<file path="src/rtl/debug_dump_seq.sv">
// debug_dump_seq: streams every register and data-memory word out of the core over valid/ready; DUMP_CSUM_EN appends an XOR checksum beat
module debug_dump_seq #(
    parameter int NUM_REGS  = 32,
    parameter int NUM_WORDS = 64
) (
    input  logic        CLK,
    input  logic        Reset,
    input  logic        Start,
    input  logic        Abort,
    output logic        Busy,
    output logic        Done,
    output logic [4:0]  ReadReg,
    output logic [5:0]  ReadMem,
    input  logic [31:0] RegData,
    input  logic [31:0] MemData,
    output logic        OutValid,
    input  logic        OutReady,
    output logic [31:0] OutData,
    output logic [7:0]  OutTag
);
`ifdef DUMP_CSUM_EN
    typedef enum logic [2:0] {IDLE, REG_ADDR, REG_OUT, MEM_ADDR, MEM_OUT, FIN, CSUM_OUT} state_t;
`else
    typedef enum logic [2:0] {IDLE, REG_ADDR, REG_OUT, MEM_ADDR, MEM_OUT, FIN} state_t;
`endif
    localparam logic [4:0] LAST_REG = 5'(NUM_REGS - 1);
    localparam logic [5:0] LAST_MEM = 6'(NUM_WORDS - 1);
    state_t      state_q;
    logic        busy_q, done_q, valid_q;
    logic [4:0]  read_reg_q;
    logic [5:0]  read_mem_q;
    logic [31:0] data_q;
    logic [7:0]  tag_q;
    assign Busy     = busy_q;
    assign Done     = done_q;
    assign ReadReg  = read_reg_q;
    assign ReadMem  = read_mem_q;
    assign OutValid = valid_q;
    assign OutData  = data_q;
    assign OutTag   = tag_q;
`ifdef DUMP_CSUM_EN
    logic [31:0] acc_q;
    // running XOR of every accepted beat, restarted when a dump is accepted
    always_ff @(posedge CLK or negedge Reset) begin
        if (!Reset)
            acc_q <= '0;
        else if (state_q == IDLE && Start)
            acc_q <= '0;
        else if (valid_q && OutReady && !Abort)
            acc_q <= acc_q ^ data_q;
    end
`endif
    // dump sequencer: one address-settle cycle then a held beat per word
    always_ff @(posedge CLK or negedge Reset) begin
        if (!Reset) begin
            state_q    <= IDLE;
            busy_q     <= 1'b0;
            done_q     <= 1'b0;
            valid_q    <= 1'b0;
            read_reg_q <= '0;
            read_mem_q <= '0;
            data_q     <= '0;
            tag_q      <= '0;
        end else begin
            done_q <= 1'b0;
            if (state_q != IDLE && Abort) begin
                state_q <= IDLE;
                valid_q <= 1'b0;
                busy_q  <= 1'b0;
            end else begin
                case (state_q)
                    IDLE: if (Start) begin
                        read_reg_q <= '0;
                        busy_q     <= 1'b1;
                        state_q    <= REG_ADDR;
                    end
                    REG_ADDR: begin
                        data_q  <= RegData;
                        tag_q   <= {3'b000, read_reg_q};
                        valid_q <= 1'b1;
                        state_q <= REG_OUT;
                    end
                    REG_OUT: if (OutReady) begin
                        valid_q <= 1'b0;
                        if (read_reg_q == LAST_REG) begin
                            read_mem_q <= '0;
                            state_q    <= MEM_ADDR;
                        end else begin
                            read_reg_q <= read_reg_q + 5'd1;
                            state_q    <= REG_ADDR;
                        end
                    end
                    MEM_ADDR: begin
                        data_q  <= MemData;
                        tag_q   <= {2'b10, read_mem_q};
                        valid_q <= 1'b1;
                        state_q <= MEM_OUT;
                    end
                    MEM_OUT: if (OutReady) begin
                        valid_q <= 1'b0;
                        if (read_mem_q == LAST_MEM) begin
`ifdef DUMP_CSUM_EN
                            state_q <= CSUM_OUT;
`else
                            state_q <= FIN;
`endif
                        end else begin
                            read_mem_q <= read_mem_q + 6'd1;
                            state_q    <= MEM_ADDR;
                        end
                    end
`ifdef DUMP_CSUM_EN
                    CSUM_OUT: if (!valid_q) begin
                        data_q  <= acc_q;
                        tag_q   <= 8'hFF;
                        valid_q <= 1'b1;
                    end else if (OutReady) begin
                        valid_q <= 1'b0;
                        state_q <= FIN;
                    end
`endif
                    FIN: begin
                        done_q  <= 1'b1;
                        busy_q  <= 1'b0;
                        state_q <= IDLE;
                    end
                    default: state_q <= IDLE;
                endcase
            end
        end
    end
endmodule
</file>
<file path="config.mk">
export PLATFORM = sky130hd
export DESIGN_NAME = debug_dump_seq
export DESIGN_NICKNAME = d
export VERILOG_FILES = /design/src/rtl/debug_dump_seq.sv
export SDC_FILE = /design/constraint.sdc
export NUM_CORES = 1
export LEC_CHECK = 0
export ABC_AREA = 1
export CAP_MARGIN = 20
export CORE_ASPECT_RATIO = 1.4
export CORE_MARGIN = 2
export CORE_UTILIZATION = 44
export CTS_BUF_LIST = sky130_fd_sc_hd__clkbuf_8
export DETAILED_ROUTE_END_ITERATION = 7
export PLACE_DENSITY = 0.83
export SLEW_MARGIN = 15
export SYNTH_ARGS = -nofsm -noshare
export SYNTH_HDL_FRONTEND = slang
export SYNTH_SLANG_ARGS = --single-unit
export TNS_END_PERCENT = 20
</file>
<file path="constraint.sdc">
create_clock -name CLK -period 2.3 [get_ports CLK]
set_clock_uncertainty 0.05 [all_clocks]
set_input_delay 0.46 -clock CLK [delete_from_list [all_inputs] [get_ports CLK]]
set_output_delay 0.46 -clock CLK [all_outputs]
set_load 0.01 [all_outputs]
</file>
==> summary.txt <==
Status
  – Outcome: completed

STA
  – Setup TNS: 0 ns
  – RSZ-0062 raised after global routing: false
  – Fin. max-slew vios: 0
  – Tightest Pin Transition: 0.504 ns
  – Final period util: 86.2%
  – Setup violators final: 0
  – Fin crit period: approximately 2.0 ns
  – Rel. slew slack: between 60% and 70%
  – Count of final hold-check violations: 0
  – Fmax: 505 MHz

Floorplanning
  – Core Region: slightly above 6000 sq um
  – Die X: approximately 72 microns
  – IO Count: 123
  – Site Rows: 34
  – Die height: 99.0 microns
  – DIE AREA: 7120 sq um
  – Starting Density: between 40% and 50%

Synth
  – Number of synthesized register bits: 56
  – Synth Net Count: roughly 420
  – Syn Inst Count: 345
  – Synthesized area: 2840 sq um
  – Mean post-synth cell area: 8.23 sq um
  – Seq/Total Area, Yosys: a little under 50%
  – Ys Warns: 0
  – Number of distinct library cells after synthesis: 28

Clocking
  – Post-cts resize count: 0
  – Setup Buffers After CTS: 0
  – Clock-pin slew on the worst setup and hold paths: 0.09 ns
  – CTS root buffer: clkbuf_8
  – Clock Latency Late Sink: 0.30 ns
  – CTS tree: built
  – H-tree Lvls: 2
  – Sink Count: between 50 and 60
  – CTS buffer count: 5
  – Hold-fix buffers, CTS: 0
  – Clock Path Buffers: 2

Placed design
  – HPWL Detailed: approximately 6000 microns
  – Placed instance count: 523
  – GP Congestion: ~0.87
  – Port Buf Inserts: 121

Layout
  – # nets final: 530
  – Commonest non-fill, non-tap cell in the layout: clkdlybuf4s50_1
  – ANT cells: 0
  – Finished Layout Cells: 530
  – Share of cells above drive strength 1: 8.08%
  – Layout Area Growth over Synthesis: 47.0%
  – Commonest cells after routing, fill and taps aside: 120 x clkdlybuf4s50_1, 83 x o21ai_0, 56 x dfrtp_1, 47 x nor2_1, 43 x o21ai_1

GRT
  – First-pass GRT wire length: 13700 microns
  – Vias in the first global route: approximately 2800
  – Total gr overflow: 0
  – Antenna violations before repair: 0
  – Largest net degree at the start of global routing: 41
  – Gr usage total: 24.0%

Worst setup path
  – Critical Path RT: 2.48 ns
  – Crit-path slowest cell: dfrtp_1
  – Crit path DAT: 2.16 ns
  – Critical path capture point: ReadMem[3]
  – Critical path startpoint category: register
  – Kind of critical path: register to register
  – Slowest cell delay on critical path: 0.44 ns
  – Crit path from: ReadReg[0]
  – R2r endpoint: ReadMem[3]
  – Worst r2r src: ReadReg[0]
  – Worst setup EP type: register
  – Max Fanout on Critical Path: 12
  – Most frequent CP cell: nand2_1
  – FF-to-FF setup slack: 0.32 ns
  – CP Cell Sequence: ha_1 > nand2_1 > nor2_1 > ha_1 > inv_1 > nand3_1 > nand2_1 > nor2_2 > nand2_1 > nand2_1 > o21ai_2
  – R2R cell count: 11

Power
  – Leakage: 1.70 nW
  – Tot Pwr: approximately 0.0043 W
  – Pwr dens: 1020 nW/um^2
  – Worst VDD drop: 739 uV

Job
  – Max cap viols: 0

Routing
  – DRC: 0
  – Vias per cell: 5.42
  – Antenna Nets Post-Route: 0
  – DR WL/cell: 15.6 microns
  – Final WL: 8290 microns
  – Total number of vias: about 2900
  – DRT iter0 DRCs: 147
  – Initial DRT Pass Iterations: 4

Min path
  – HP Class: input pin to async pin
## worst min-delay path by stage
stage / from / to / slack, ns / cells past startpoint
after CTS: Reset / OutData[23] / 0.06 / 1
after floorplan: Reset / Busy / 0.11 / 0
after global routing: Reset / state_q[0] / 0.09 / 1
after detailed placement: Reset / OutData[23] / 0.40 / 1
final: Reset / OutData[23] / 0.06 / 1
after global placement: Reset / OutData[23] / 0.40 / 1
## where the power goes
| group | leakage [nW] | switching [W] | internal, W | total, W |
|---|---|---|---|---|
| clock network | 0.0503 | 0.000302 | 0.000269 | 0.000571 |
| registers | 0.725 | 0.000206 | 0.00134 | 0.00154 |
| logic | 0.922 | 0.00114 | 0.00101 | 0.00215 |
| total | 1.70 | 0.00165 | 0.00262 | 0.00427 |
## cells by family after synthesis
group / share of synthesized area [%]
xor+xnor: 0.309
simple gates: 17.4
flops: 49.4
fa+ha+maj: 1.32
buf+inv: 6.61
other cells: 0.132
compound gates: 24.9
## flip-flops by register name, summed over array words and instances, names as in the netlist
| name | count |
|---|---|
| state_q | 3 |
| Done | 1 |
| ReadMem | 6 |
| OutTag | 7 |
| OutValid | 1 |
| ReadReg | 5 |
| Busy | 1 |
| OutData | 32 |
## critical path, delay by kind of cell, from the launching register on
family	cells	cell delay [ns]
adder cells (fa/ha/maj)	2	0.42
buffers and inverters	1	0.08
AO/OA/AOI/OAI	1	0.08
flip-flops	1	0.44
AND/OR/NAND/NOR	7	0.83
## stage by stage
stage | setup WS [ns] | hold slack (ns) | area (sq um) | utilization [%]
global placement | 0.351 | 0.404 | 4080 | 65.7
floorplan | 0.612 | 0.114 | 2840 | -
detailed placement | 0.268 | 0.399 | 4080 | 65.7
finish | 0.318 | 0.0641 | 4170 | 67.2
CTS | 0.307 | 0.0638 | 4170 | 67.2
global route | 0.126 | 0.0895 | 4170 | 67.2
## Yosys cell counts, drive strengths merged
cell	instances	share of area (%)
nor4	1	0.22
dfrtp	56	49
buf	13	3.5
a21oi	3	0.53
a32oi	1	0.31
xor2	1	0.31
inv	14	1.9
conb	1	0.13
or2	2	0.44
nand3	16	3.0
nor2	53	7.9
nand2	39	5.6
nand4	1	0.22
clkbuf	9	1.2
ha	3	1.3
o21ai	132	24
## layer usage
metal	share of wire, %	wire length (microns)	up-vias	GRT usage (%)
met4	1.4	114	0	6.53
met5	0	0	-	0
met3	5.7	473	10	3.48
met2	54	4460	92	42.2
li1	-	-	1395	-
met1	39	3240	1378	30.6
## layout make-up
class | count | area (sq um)
inverter | 14 | 52.6
multi-input combinational | 253 | 1250
timing repair buffer | 128 | 1280
sequential | 56 | 1400
tap | 72 | 90.1
fill | 543 | 2040
clock buffer | 7 | 96.3
No activity file was read; power rests on OpenSTA's default activity.
